### src/rtl/alu_seq_pkg.sv
`default_nettype none
// ============================================================================
//  Module      : alu_seq_pkg
//  Description : Shared definitions for the ALU sequencer: opcode values,
//                ALU mode encodings, controller state type and error codes.
//  Optional    : ALU_SEQ_XCH_EN makes OP_XCH a legal opcode (see top).
//  Revision    : 1.0 - initial release
// ============================================================================
package alu_seq_pkg;

   // Instruction opcodes (OPR field, instr[7:4])
   localparam logic [3:0] OP_LDI   = 4'b0001;
   localparam logic [3:0] OP_MODE1 = 4'b0010;
   localparam logic [3:0] OP_ADDR  = OP_MODE1;   // first ALU opcode
   localparam logic [3:0] OP_MODE2 = 4'b0011;
   localparam logic [3:0] OP_MODE3 = 4'b0100;
   localparam logic [3:0] OP_MODE4 = 4'b0101;
   localparam logic [3:0] OP_XCH   = 4'b0110;
   localparam logic [3:0] OP_STR   = 4'b0111;

   // ALU mode encodings driven on alu_mode
   localparam logic [2:0] MODE_NONE = 3'd0;
   localparam logic [2:0] MODE_1    = 3'd1;
   localparam logic [2:0] MODE_2    = 3'd2;
   localparam logic [2:0] MODE_3    = 3'd3;
   localparam logic [2:0] MODE_4    = 3'd4;

   // Abort reasons reported on err_code
   localparam logic [1:0] ERR_NONE    = 2'b00;
   localparam logic [1:0] ERR_ILLEGAL = 2'b01;
   localparam logic [1:0] ERR_INDEX   = 2'b10;
   localparam logic [1:0] ERR_TIMEOUT = 2'b11;

   typedef enum logic [1:0] {
      ST_IDLE   = 2'd0,
      ST_DECODE = 2'd1,
      ST_ISSUE  = 2'd2,
      ST_WAIT   = 2'd3
   } seq_state_t;

   function automatic logic is_alu_op(input logic [3:0] opr);
      return (opr == OP_MODE1) || (opr == OP_MODE2) ||
             (opr == OP_MODE3) || (opr == OP_MODE4);
   endfunction

   function automatic logic [2:0] opr_to_mode(input logic [3:0] opr);
      logic [2:0] mode;
      case (opr)
         OP_MODE1: mode = MODE_1;
         OP_MODE2: mode = MODE_2;
         OP_MODE3: mode = MODE_3;
         OP_MODE4: mode = MODE_4;
         default:  mode = MODE_NONE;
      endcase
      return mode;
   endfunction

endpackage : alu_seq_pkg
`default_nettype wire

### src/rtl/alu_seq_regfile.sv
`default_nettype none
// ============================================================================
//  Module      : alu_seq_regfile
//  Description : NUM_REGS x 4-bit register file with one asynchronous read
//                port and one synchronous write port. Synchronous reset
//                clears every entry. Out-of-range reads return 0 and
//                out-of-range writes are dropped.
//  Ports       : clk, rst          - clock, synchronous active-high reset
//                i_we              - write enable
//                i_waddr, i_wdata  - write index (4-bit) and data
//                i_raddr, o_rdata  - read index (4-bit) and data
//  Revision    : 1.0 - initial release
// ============================================================================
module alu_seq_regfile
   import alu_seq_pkg::*;
#(
   parameter int NUM_REGS = 8
) (
   input  logic       clk,
   input  logic       rst,
   input  logic       i_we,
   input  logic [3:0] i_waddr,
   input  logic [3:0] i_wdata,
   input  logic [3:0] i_raddr,
   output logic [3:0] o_rdata
);

   localparam int         c_AW    = (NUM_REGS > 1) ? $clog2(NUM_REGS) : 1;
   localparam logic [4:0] c_DEPTH = 5'(NUM_REGS);

   logic [3:0] r_mem [NUM_REGS];
   logic       w_rd_ok;
   logic       w_wr_ok;

   assign w_rd_ok = ({1'b0, i_raddr} < c_DEPTH);
   assign w_wr_ok = ({1'b0, i_waddr} < c_DEPTH);

   assign o_rdata = w_rd_ok ? r_mem[i_raddr[c_AW-1:0]] : 4'd0;

   always_ff @(posedge clk) begin
      if (rst) begin
         for (int i = 0; i < NUM_REGS; i++) begin
            r_mem[i] <= 4'd0;
         end
      end else if (i_we && w_wr_ok) begin
         r_mem[i_waddr[c_AW-1:0]] <= i_wdata;
      end
   end

endmodule : alu_seq_regfile
`default_nettype wire

### src/rtl/alu_sequencer.sv
`default_nettype none
// ============================================================================
//  Module      : alu_sequencer
//  Description : Single-issue instruction sequencer. Accepts one 8-bit
//                instruction at a time (OPR=[7:4], OPA=[3:0]), executes LDI
//                and STR locally and hands ALU modes 1-4 to an external
//                multi-cycle ALU through a start/done handshake. Owns the
//                accumulator, status and the register file.
//  Ports       : clk, rst                 - clock, sync active-high reset
//                instr, instr_valid/ready - instruction handshake
//                alu_start/mode/index/acc/opnd - ALU request (held ISSUE..WAIT)
//                alu_done/result/flags    - ALU response
//                acc_out, status_out      - architectural state
//                busy, done, err, err_code - progress and abort reporting
//  Optional    : ALU_SEQ_XCH_EN - enables OPR=0110 (XCH: swap acc and
//                reg[OPA]); otherwise 0110 is an illegal opcode.
//  Timing      : done/err are registered pulses, visible the cycle after the
//                deciding state (LDI: accept cycle + 2). The ALU may answer
//                in any of the TIMEOUT_CYCLES WAIT cycles following the
//                alu_start cycle; without an answer err rises on the
//                TIMEOUT_CYCLES-th clock edge after alu_start is sampled.
//  Revision    : 1.0 - initial release
// ============================================================================
module alu_sequencer
   import alu_seq_pkg::*;
#(
   parameter int TIMEOUT_CYCLES = 15,
   parameter int NUM_REGS       = 8
) (
   input  logic       clk,
   input  logic       rst,
   input  logic [7:0] instr,
   input  logic       instr_valid,
   output logic       instr_ready,
   output logic       alu_start,
   output logic [2:0] alu_mode,
   output logic [3:0] alu_index,
   output logic [3:0] alu_acc,
   output logic [3:0] alu_opnd,
   input  logic       alu_done,
   input  logic [3:0] alu_result,
   input  logic [3:0] alu_flags,
   output logic [3:0] acc_out,
   output logic [3:0] status_out,
   output logic       busy,
   output logic       done,
   output logic       err,
   output logic [1:0] err_code
);

   localparam logic [7:0] c_TIMEOUT = 8'(TIMEOUT_CYCLES);
   localparam logic [4:0] c_DEPTH   = 5'(NUM_REGS);

   seq_state_t r_state;
   seq_state_t w_next;

   logic [7:0] r_instr;
   logic [3:0] r_acc;
   logic [3:0] r_status;
   logic [2:0] r_mode;
   logic [3:0] r_index;
   logic [3:0] r_alu_acc;
   logic [3:0] r_opnd;
   logic [7:0] r_cnt;
   logic       r_done;
   logic       r_err;
   logic [1:0] r_err_code;

   logic [3:0] w_opr;
   logic [3:0] w_opa;
   logic [3:0] w_rdata;
   logic       w_idx_ok;
   logic       w_is_ldi;
   logic       w_is_str;
   logic       w_is_alu;
   logic       w_is_xch;
   logic       w_needs_idx;

   logic       w_we;
   logic       w_ld_imm;
   logic       w_swap;
   logic       w_latch_op;
   logic       w_ld_res;
   logic       w_fin_done;
   logic       w_fin_err;
   logic [1:0] w_code;

   // ------------------------------------------------------------------
   // Decode of the latched instruction
   // ------------------------------------------------------------------
   assign w_opr    = r_instr[7:4];
   assign w_opa    = r_instr[3:0];
   assign w_idx_ok = ({1'b0, w_opa} < c_DEPTH);
   assign w_is_ldi = (w_opr == OP_LDI);
   assign w_is_str = (w_opr == OP_STR);
   assign w_is_alu = is_alu_op(w_opr);
`ifdef ALU_SEQ_XCH_EN
   assign w_is_xch = (w_opr == OP_XCH);
`else
   assign w_is_xch = 1'b0;
`endif
   assign w_needs_idx = w_is_str | w_is_alu | w_is_xch;

   // Register file: read and write share the OPA index. XCH writes the old
   // acc while acc captures the old register value on the same edge.
   alu_seq_regfile #(
      .NUM_REGS (NUM_REGS)
   ) u_regfile (
      .clk     (clk),
      .rst     (rst),
      .i_we    (w_we),
      .i_waddr (w_opa),
      .i_wdata (r_acc),
      .i_raddr (w_opa),
      .o_rdata (w_rdata)
   );

   // ------------------------------------------------------------------
   // FSM state register
   // ------------------------------------------------------------------
   always_ff @(posedge clk) begin
      if (rst) begin
         r_state <= ST_IDLE;
      end else begin
         r_state <= w_next;
      end
   end

   // ------------------------------------------------------------------
   // FSM next state and datapath controls
   // ------------------------------------------------------------------
   always_comb begin
      w_next     = r_state;
      w_we       = 1'b0;
      w_ld_imm   = 1'b0;
      w_swap     = 1'b0;
      w_latch_op = 1'b0;
      w_ld_res   = 1'b0;
      w_fin_done = 1'b0;
      w_fin_err  = 1'b0;
      w_code     = r_err_code;
      case (r_state)
         ST_IDLE: begin
            if (instr_valid) begin
               w_next = ST_DECODE;
            end
         end
         ST_DECODE: begin
            w_next = ST_IDLE;
            if (w_is_ldi) begin
               w_ld_imm   = 1'b1;
               w_fin_done = 1'b1;
            end else if (w_needs_idx && !w_idx_ok) begin
               w_fin_err = 1'b1;
               w_code    = ERR_INDEX;
            end else if (w_is_alu) begin
               w_latch_op = 1'b1;
               w_next     = ST_ISSUE;
            end else if (w_is_str) begin
               w_we       = 1'b1;
               w_fin_done = 1'b1;
            end else if (w_is_xch) begin
               w_we       = 1'b1;
               w_swap     = 1'b1;
               w_fin_done = 1'b1;
            end else begin
               w_fin_err = 1'b1;
               w_code    = ERR_ILLEGAL;
            end
         end
         ST_ISSUE: begin
            // alu_done is deliberately not looked at here
            w_next = ST_WAIT;
         end
         ST_WAIT: begin
            // A response on the last allowed cycle still wins over timeout
            if (alu_done) begin
               w_ld_res   = 1'b1;
               w_fin_done = 1'b1;
               w_next     = ST_IDLE;
            end else if (r_cnt == 8'd1) begin
               w_fin_err = 1'b1;
               w_code    = ERR_TIMEOUT;
               w_next    = ST_IDLE;
            end
         end
         default: begin
            w_next = ST_IDLE;
         end
      endcase
   end

   // ------------------------------------------------------------------
   // Architectural state and ALU request registers
   // ------------------------------------------------------------------
   always_ff @(posedge clk) begin
      if (rst) begin
         r_instr    <= 8'd0;
         r_acc      <= 4'd0;
         r_status   <= 4'd0;
         r_mode     <= MODE_NONE;
         r_index    <= 4'd0;
         r_alu_acc  <= 4'd0;
         r_opnd     <= 4'd0;
         r_cnt      <= 8'd0;
         r_done     <= 1'b0;
         r_err      <= 1'b0;
         r_err_code <= ERR_NONE;
      end else begin
         r_done <= w_fin_done;
         r_err  <= w_fin_err;
         if (w_fin_err) begin
            r_err_code <= w_code;
         end

         if ((r_state == ST_IDLE) && instr_valid) begin
            r_instr <= instr;
         end

         if (w_ld_imm) begin
            r_acc    <= w_opa;
            r_status <= 4'd0;
         end else if (w_swap) begin
            r_acc <= w_rdata;
         end else if (w_ld_res) begin
            r_acc    <= alu_result;
            r_status <= alu_flags;
         end

         if (w_latch_op) begin
            r_mode    <= opr_to_mode(w_opr);
            r_index   <= w_opa;
            r_alu_acc <= r_acc;
            r_opnd    <= w_rdata;
         end

         // Counter holds the number of WAIT cycles still available
         if (r_state == ST_ISSUE) begin
            r_cnt <= c_TIMEOUT;
         end else if (r_state == ST_WAIT) begin
            r_cnt <= r_cnt - 8'd1;
         end
      end
   end

   // ------------------------------------------------------------------
   // Outputs
   // ------------------------------------------------------------------
   assign instr_ready = (r_state == ST_IDLE);
   assign busy        = (r_state != ST_IDLE);
   assign alu_start   = (r_state == ST_ISSUE);
   assign alu_mode    = r_mode;
   assign alu_index   = r_index;
   assign alu_acc     = r_alu_acc;
   assign alu_opnd    = r_opnd;
   assign acc_out     = r_acc;
   assign status_out  = r_status;
   assign done        = r_done;
   assign err         = r_err;
   assign err_code    = r_err_code;

endmodule : alu_sequencer
`default_nettype wire

### config.mk
export PLATFORM = sky130hd
export DESIGN_NAME = alu_sequencer
export DESIGN_NICKNAME = d
export VERILOG_FILES = /design/src/rtl/alu_seq_pkg.sv /design/src/rtl/alu_seq_regfile.sv /design/src/rtl/alu_sequencer.sv
export SDC_FILE = /design/constraint.sdc
export NUM_CORES = 1
export LEC_CHECK = 0
export CORE_ASPECT_RATIO = 2
export CORE_MARGIN = 3
export CORE_UTILIZATION = 58
export DETAILED_ROUTE_END_ITERATION = 8
export PLACE_DENSITY_LB_ADDON = 0.3
export SYNTH_ARGS = -nofsm -noshare
export SYNTH_HDL_FRONTEND = slang
export SYNTH_SLANG_ARGS = --single-unit
### constraint.sdc
create_clock -name clk -period 4.2 [get_ports clk]
set_clock_uncertainty 0.05 [all_clocks]
set_input_delay 0.84 -clock clk [delete_from_list [all_inputs] [get_ports clk]]
set_output_delay 0.84 -clock clk [all_outputs]
set_load 0.01 [all_outputs]
# Yosys cells after proc, flatten, opt, wreduce, memory -nomap -nowiden
# Memory sizes are Yosys's and may differ from the RTL's. A register that Yosys moved wholly into a read port is not among the register bits.
# Cells that the tools add are included.
[word_totals]
in_bits = 20
reg_bits = 41
output_inout_bits = 30
word_cells = 99
mem_bits_rw = 32
mem_count = 1
[mem_list]
columns = ["name", "depth", "width", "rd", "rd_clocked_by_memory_dff", "wr", "line", "text"]
rows = [
  ["u_regfile.r_mem", 8, 4, 1, 1, 8, "alu_seq_regfile.sv:31", "logic [3:0] r_mem [NUM_REGS];"],
]
[classes]
magnitude_cmp = 1
addsub = 1
reduce_logical = 17
bitwise = 1
muxes = 49
n_eq_ne = 17
[ops]
columns = ["operator", "count"]
rows = [
  ["$mux 1", 26],
  ["$mux 2", 12],
  ["$mux 4", 5],
  ["$eq 4x3->1 const B", 3],
  ["$pmux 3 s4", 1],
  ["$ne 3x3->1 const B", 3],
  ["$eq 4x2->1 const B", 2],
  ["$eq 8x1->1 const B", 1],
  ["$ne 2x2->1 const B", 4],
  ["$pmux 2 s4", 1],
  ["$reduce_bool 2->1", 4],
  ["$sub 8x1->8 const B", 1],
  ["$reduce_and 7->1", 1],
  ["$eq 2x2->1 const B", 2],
  ["$eq 4x1->1 const B", 1],
  ["$lt 4x4->1 const B", 1],
  ["$pmux 1 s2", 2],
  ["$pmux 2 s2", 1],
  ["$reduce_or 2->1", 2],
  ["$reduce_or 4->1", 1],
  ["$logic_and 1x1->1", 3],
  ["$logic_or 1x1->1", 3],
  ["$mux 3", 1],
  ["$eq 2x1->1 const B", 1],
  ["4 further kinds", 4],
]

# Depth between registers and ports, before layout
# Gate-level depths: netlist (run 1).
[logic_depth]
word_depth = 15
depth_mapped = 7
mapped_depth_nobuf = 5

# Modules after synthesis
# Synthesis (run 1) repeated with hierarchy kept, for this count alone.
[hier_totals]
hier_cells = 321
hier_area_um2 = 3465.8
[modules_own_cells]
columns = ["module", "area_per_inst_um2", "seq_area_each_um2", "cells_per_inst", "n_inst"]
rows = [
  ["alu_sequencer", 1926.8, 900.9, 217, 1],
  ["alu_seq_regfile", 1539.0, 960.9, 104, 1],
]

# Least setup slack after synthesis (run 1)
# No wires, ideal clock.
[synth_path]
kind = "input to register"
start = "in rst"
end = "mem u_regfile.r_mem[2][0] (enable)"
arrival_ns = 1.790
path_slack_ns = 2.062
required_time_ns = 3.853
stages = 5
path_buffers = 1
setup_time_ns = 0.297
cell_sequence = "clkbuf_1 > inv_1 > nand4_4 > nor3_2 > or2_2"
[synth_rtl]
columns = ["item", "line", "text"]
rows = [
  ["start: declaration", "alu_sequencer.sv:31", "input logic rst,"],
  ["end: declaration", "alu_seq_regfile.sv:31", ""],
]

==> results.py, run 1 <==
metrics = {
    "status": {
        "status": "completed",
    },
    "clock_tree": {
        "cts_buffers": 9,
        "post_cts_buffers": 0,
        "cts-root-buf": "clkbuf_16",
        "htreeDepth": 3,
        "clk_pin_slew_ns": 0.05,
        "ctsHoldBuffers": 0,
        "max-clock-path-buffers": 2,
        "clk_latency_ns": 0.33,
        "cts_sinks": 77,
        "tritoncts": "yes",
        "cts.repair.resized": 0,
    },
    "pwr": {
        "pwr-share-seq_pct": 50.6,
        "switching_power_mw": 0.3853,
        "combPwrFrac_pct": 9.4,
        "p_leak_nw": 1.504,
        "power_frac_clock_pct": 40.0,
        "p_int_mw": 1.279,
        "vdd_drop_max_mv": 0.3285,
        "cellPowerDensity_nw_per_um2": 395.0,
        "sw_frac_of_total_pct": 23.16,
    },
    "sta": {
        "period_share_pct": 63.45,
        "max_freq_mhz": 375.3,
        "finalCriticalPeriod_ns": 2.665,
        "drv_slew": 0,
        "worst-slew-pin-transition_ns": 0.8608,
        "setup_viol": 0,
        "rsz0062_at_grt": "false",
        "hold_violations": 0,
        "fin_setup_tns_ns": 0,
        "slew_headroom_pct": 42.58,
    },
    "placement": {
        "dp_hpwl_mm": 5.363,
        "io_buffers": 49,
        "placed_cells": 424,
        "place.gp.congestion": 0.8169,
    },
    "floorplan": {
        "core_area_um2": 5758,
        "initial_core_util_pct": 60.06,
        "die_x_um": 60.60,
        "pin_count": 50,
        "die_y_um": 115.2,
        "num_rows": 39,
        "fp.dieArea_um2": 6981,
    },
    "worst_setup_path": {
        "worstPathArrival_ns": 1.77,
        "r2r-end": "alu_mode[2]$_SDFFE_PP0P_",
        "critPathMaxStageDelay_ns": 0.65,
        "endpoint": "alu_start",
        "required_ns": 3.31,
        "slowest_stage": "dfxtp_1",
        "worst-r2r-setup-slack_ns": 2.08,
        "worst-path-stages": 3,
        "cp_top_family": "flip-flops",
        "path_class": "flop to primary output",
        "crit_path_end_kind": "primary output",
        "start_kind": "flop",
        "path_cells": "nand2b_1 > inv_1 > clkdlybuf4s50_1",
        "cp_max_fo": 13,
        "rr_worst_depth": 4,
        "path_buf_inv": 2,
    },
    "worst_hold_path": {
        "hp-class": "flop to flop",
    },
    "synthesis": {
        "synth-async-reset-ratio_pct": 0,
        "seq_area_frac_synth_pct": 53.84,
        "synthesis.area_um2": 3458,
        "ys_ff_latch": 77,
        "syn-num-nets": 352,
        "synthDistinctLibCells": 40,
        "netlist_instances": 330,
        "postSynthAreaPerCell_um2": 10.48,
        "synth-edff-count": 32,
        "ys.flop_type": "dfxtp_1",
        "yosysWarnings": 0,
    },
    "routing": {
        "drt_first_pass_iters": 4,
        "avgRoutedWirePerCell_um": 17.10,
        "postRouteAntennaNets": 0,
        "via_per_inst": 5.782,
        "finalWirelength_mm": 7.525,
        "dr.first_iter.drc_count": 142,
        "vias": 2544,
        "drcViolationCount": 0,
    },
    "layout": {
        "antennaDiodeCount": 0,
        "areaGrowthSynthToFinish_pct": 21.82,
        "drive_gt1_share_pct": 10.03,
        "final_cells": 440,
        "fin_nets": 396,
        "fill_cells": 409,
    },
    "grt": {
        "grt_overflow": 0,
        "grt_max_degree": 43,
        "grt_pass1_vias": 2565,
        "grtUsageTotal_pct": 23.76,
        "antenna_found_initial": 0,
        "grt_pass1_wl_mm": 11.88,
    },
    "run": {
        "maxCapViolCount": 0,
    },
}
worst register-to-register path: stages, from the launching register on:
cell	delay (ns)
dfxtp_1	0.47
nor4b_4	0.43
and2_0	0.74
nand3_1	0.19
a21oi_1	0.17
final cells by class:
type,count,area (um^2),area share [%]
Clock buffer,13,240.2,5.702
Clock inverter,3,12.51,0.2970
Timing Repair Buffer,51,505.5,12.00
Multi-Input combinational cell,229,1494,35.46
Sequential cell,77,1862,44.19
Tap cell,61,76.32,1.812
Inverter,6,22.52,0.5346
cells in the final DEF (no fill, tap or decap), types with 3 or more instances in the layout:
cell / n
clkdlybuf4s50_1: 49
nand2_1: 45
dfxtp_1: 45
and2_1: 35
edfxtp_1: 32
a21oi_1: 23
nor2_1: 21
nand3_1: 12
mux2i_1: 11
or2_2: 9
clkbuf_16: 9
nor3_1: 7
inv_1: 6
nand2b_1: 6
nor3_2: 6
o21ai_0: 6
mux4_2: 6
xor2_1: 5
a311oi_1: 5
a211oi_1: 4
nor2b_1: 4
clkbuf_1: 4
a31oi_1: 3
power groups by stage:
stage | sequential (mW) | clock, mW | combinational (mW)
CTS | 0.842 | 0.673 | 0.158
floorplan | 0.840 | 0 | 0.108
global route | 0.845 | 0.698 | 0.173
finish | 0.842 | 0.666 | 0.156
global placement | 0.856 | 0 | 0.153
detailed placement | 0.857 | 0 | 0.156
sequential cells by signal (all words and copies together) (netlist names), 2 cells and up, named ones only:
signal	count
alu_opnd	4
err_code	2
alu_index	4
acc_out	4
r_cnt	8
u_regfile.r_mem	32
alu_acc	4
alu_mode	3
status_out	4
r_instr	8
layer usage:
metal | track usage [%] | wire length (um) | up-vias
li1 | - | - | 1250
met1 | 23.97 | 2759 | 1227
met2 | 43.25 | 4352 | 54
met3 | 5.393 | 250 | 13
met4 | 11.87 | 163 | 0
met5 | 0 | 0 | -
worst min-delay path by stage:
stage,from,to,slack [ns],depth (start not counted)
6_report,alu_mode[2]$_SDFFE_PP0P_,alu_mode[2]$_SDFFE_PP0P_,0.40,2
2_1_floorplan,r_instr[4]$_SDFFE_PP0P_,r_instr[4]$_SDFFE_PP0P_,0.43,2
3_3_place_gp,alu_mode[2]$_SDFFE_PP0P_,alu_mode[2]$_SDFFE_PP0P_,0.39,2
4_1_cts,alu_mode[2]$_SDFFE_PP0P_,alu_mode[2]$_SDFFE_PP0P_,0.40,2
3_5_place_dp,alu_mode[2]$_SDFFE_PP0P_,alu_mode[2]$_SDFFE_PP0P_,0.40,2
5_1_grt,alu_acc[3]$_SDFFE_PP0P_,alu_acc[3]$_SDFFE_PP0P_,0.43,2
synthesized netlist by cell type, types with 5 or more instances:
master    count  area share (%)
nand2_1      45             4.9
buf_2         7             1.0
dfxtp_1      45              26
clkbuf_1     10             1.1
a311oi_1      5             1.3
a21oi_1      23             3.3
nand3_1      12             1.7
or2_2         9             1.6
nor2_1       21             2.3
inv_1         6            0.65
nor3_1        7             1.0
o21ai_0       6            0.87
nand2b_1      6             1.1
mux2i_1      11             3.2
edfxtp_1     32              28
xor2_1        5             1.3
nor3_2        6             1.7
and2_1       35             6.3
mux4_2        6             3.9
cell families after synthesis:
logic type	Yosys count	share of synthesized area, %
mux	18	7.417
fa+ha+maj	2	0.7235
xor+xnor	5	1.266
flops	77	53.83
simple gates	157	25.54
compound gates	47	8.249
buf+inv	24	2.967
metrics by stage:
stage | total power, mW | cell area [um^2] | hold slack, ns | utilization, % | worst slack [ns]
global route | 1.716 | 4213 | 0.4298 | 73.16 | 1.435
finish | 1.664 | 4213 | 0.4041 | 73.16 | 1.535
global placement | 1.009 | 3960 | 0.3947 | 68.77 | 1.597
detailed placement | 1.013 | 3960 | 0.3962 | 68.77 | 1.531
floorplan | 0.9475 | 3458 | 0.4261 | - | 2.062
CTS | 1.673 | 4213 | 0.4030 | 73.16 | 1.533
No activity file was read; power rests on OpenSTA's default activity.
==> run 2: changes to the inputs <==
--- a/config.mk
+++ b/config.mk
@@ -7,7 +7,7 @@
 export LEC_CHECK = 0
 export CORE_ASPECT_RATIO = 2
 export CORE_MARGIN = 3
-export CORE_UTILIZATION = 58
+export CORE_UTILIZATION = 54
 export DETAILED_ROUTE_END_ITERATION = 8
 export PLACE_DENSITY_LB_ADDON = 0.3
 export SYNTH_ARGS = -nofsm -noshare
==> constraint.sdc (replaced) <==
create_clock -name clk -period 2.62 [get_ports clk]
set_clock_uncertainty 0.05 [all_clocks]
set_input_delay 0.524 -clock clk [delete_from_list [all_inputs] [get_ports clk]]
set_output_delay 0.524 -clock clk [all_outputs]
set_load 0.01 [all_outputs]
==> run 2 against run 1 <==
  * Cell count up 6.8%
  * Cell area up 4.0%
  * Hold slack worse by 0.00085 ns
  * Combinational power up 78%
  * Clock power up 100%
  * Die area up 6.8%
  * Non-clock buffer count up 7
  * Largest cell class unchanged
  * Largest power group is now the clock network
==> results.py, run 2 (synthesis gave the netlist of run 1 again) <==
metrics = {
    "routing": {
        "vias": 2603,
        "drt_first_pass_iters": 4,
        "via_per_inst": 5.538,
        "drcViolationCount": 0,
        "postRouteAntennaNets": 0,
        "avgRoutedWirePerCell_um": 17.01,
        "dr.first_iter.drc_count": 104,
        "finalWirelength_mm": 7.996,
    },
    "grt": {
        "antenna_found_initial": 0,
        "grt_pass1_wl_mm": 13.52,
        "grt_max_degree": 43,
        "grt.busiest_layer": "met2",
        "grt_overflow": 0,
        "grtUsageTotal_pct": 23.94,
        "globalRouteMet3Util_pct": 4.906,
        "grt_use_met2_pct": 45.55,
        "grt_pass1_vias": 2692,
        "use_met1_pct": 24.02,
    },
    "sta": {
        "fin_setup_tns_ns": 0,
        "hold_violations": 0,
        "period_share_pct": 87.91,
        "slew_headroom_pct": 59.09,
        "worst-slew-pin-transition_ns": 0.6051,
        "drv_slew": 0,
        "fin_ws_ns": 0.3167,
        "rsz0062_at_grt": "false",
        "max_freq_mhz": 434.2,
        "setup_viol": 0,
        "finalCriticalPeriod_ns": 2.303,
    },
    "worst_setup_path": {
        "cp_top_family": "buffers and inverters",
        "slowest_stage": "dfxtp_1",
        "crit_path_end_kind": "primary output",
        "path_buf_inv": 2,
        "start_kind": "flop",
        "critPathMaxStageDelay_ns": 0.61,
        "worstPathArrival_ns": 1.73,
        "path_cells": "nor2_1 > inv_1 > clkdlybuf4s50_1",
        "cp_max_fo": 13,
        "required_ns": 2.05,
        "path_class": "flop to primary output",
    },
    "floorplan": {
        "die_y_um": 119.2,
        "fp.dieArea_um2": 7459,
        "num_rows": 40,
        "initial_core_util_pct": 56.64,
        "pin_count": 50,
        "core_area_um2": 6106,
        "die_x_um": 62.59,
    },
    "clock_tree": {
        "clk_latency_ns": 0.33,
        "cts_buffers": 9,
        "tritoncts": "yes",
        "clk_pin_slew_ns": 0.06,
        "max-clock-path-buffers": 2,
        "cts_sinks": 77,
        "ctsHoldBuffers": 0,
        "htreeDepth": 3,
        "cts.repair.resized": 0,
        "cts-root-buf": "clkbuf_16",
        "post_cts_buffers": 0,
    },
    "pwr": {
        "p_leak_nw": 1.584,
        "power_mw": 2.964,
        "vdd_drop_max_mv": 0.5175,
        "cellPowerDensity_nw_per_um2": 676.7,
    },
    "placement": {
        "pre_cts_ws_ns": 0.4253,
        "io_buffers": 49,
        "dp_hpwl_mm": 5.822,
        "placed_cells": 454,
        "place.gp.congestion": 0.8416,
    },
    "layout": {
        "utilization_pct": 71.74,
        "reg_top3": "u_regfile.r_mem x32, r_cnt x8, r_instr x8",
        "areaGrowthSynthToFinish_pct": 26.66,
        "final_common_cell": "clkdlybuf4s50_1",
        "largest-register": "u_regfile.r_mem",
        "final_cells": 470,
        "fin_nets": 403,
        "final_cell_mix": "49 x clkdlybuf4s50_1, 45 x nand2_1, 45 x dfxtp_1",
        "largest_register_ffs": 32,
        "drive_gt1_share_pct": 12.95,
        "antennaDiodeCount": 0,
    },
    "run": {
        "maxCapViolCount": 0,
    },
    "status": {
        "status": "completed",
    },
    "worst_hold_path": {
        "hp-class": "flop to flop",
    },
}
==> run 2: cell count changes in the layout (fill, tap and decap cells not counted) <==
| cell | change |
|---|---|
| buf_4 | +6 |
| clkbuf_1 | -3 |
| bufinv_16 | +2 |
| clkbuf_8 | +2 |
| clkinv_1 | -2 |
| buf_12 | +1 |
| clkinv_2 | +1 |
==> run 2: per-stage QoR <==
step / hold slack, ns / cell area, um^2
after global routing: 0.4364 / 4380
after global placement: 0.3954 / 4054
after floorplan: 0.4261 / 3458
after CTS: 0.4059 / 4380
final: 0.4032 / 4380
after detailed placement: 0.3980 / 4054
==> run 2: per-layer routing <==
metal	part of all wire (%)	vias up
li1	-	1262
met1	36	1257
met2	59	67
met3	2.9	17
met4	3.0	0
met5	0	-
==> run 2: path summary, 6_finish.rpt <==
check | start | endpoint | slack [ns] | cells after the start
max | flop | busy | 0.32 | 3
min reg2reg | alu_mode[2]$_SDFFE_PP0P_ | alu_mode[2]$_SDFFE_PP0P_ | 0.40 | 2
max reg2reg | r_state[0]$_SDFFE_PP0P_ | u_regfile.r_mem[6][0]$_SDFFCE_PN0P_ | 0.55 | 4
min | alu_mode[2]$_SDFFE_PP0P_ | alu_mode[2]$_SDFFE_PP0P_ | 0.40 | 2
==> run 2: power breakdown <==
group | internal, mW | leakage, nW | switching (mW)
clock | 0.883 | 0.163 | 0.467
combinational | 0.134 | 0.726 | 0.143
sequential | 1.29 | 0.695 | 0.0472
total | 2.31 | 1.58 | 0.657
==> run 2: worst reg2reg max path, cell delays in order, from the launching register on <==
cell and delay [ns]:
dfxtp_1 0.52, nor4b_4 0.39, nand4_4 0.29, nor3_2 0.32, or2_2 0.21
==> run 2: final cells by class <==
cell class / instances / area [um^2]
inverters: 6 / 22.52
repair buffers: 58 / 570.5
fillers: 494 / 1725
clock inverters: 4 / 70.07
flip-flops and latches: 77 / 1862
well taps: 84 / 105.1
clock buffers: 12 / 256.5
multi-input cells: 229 / 1494
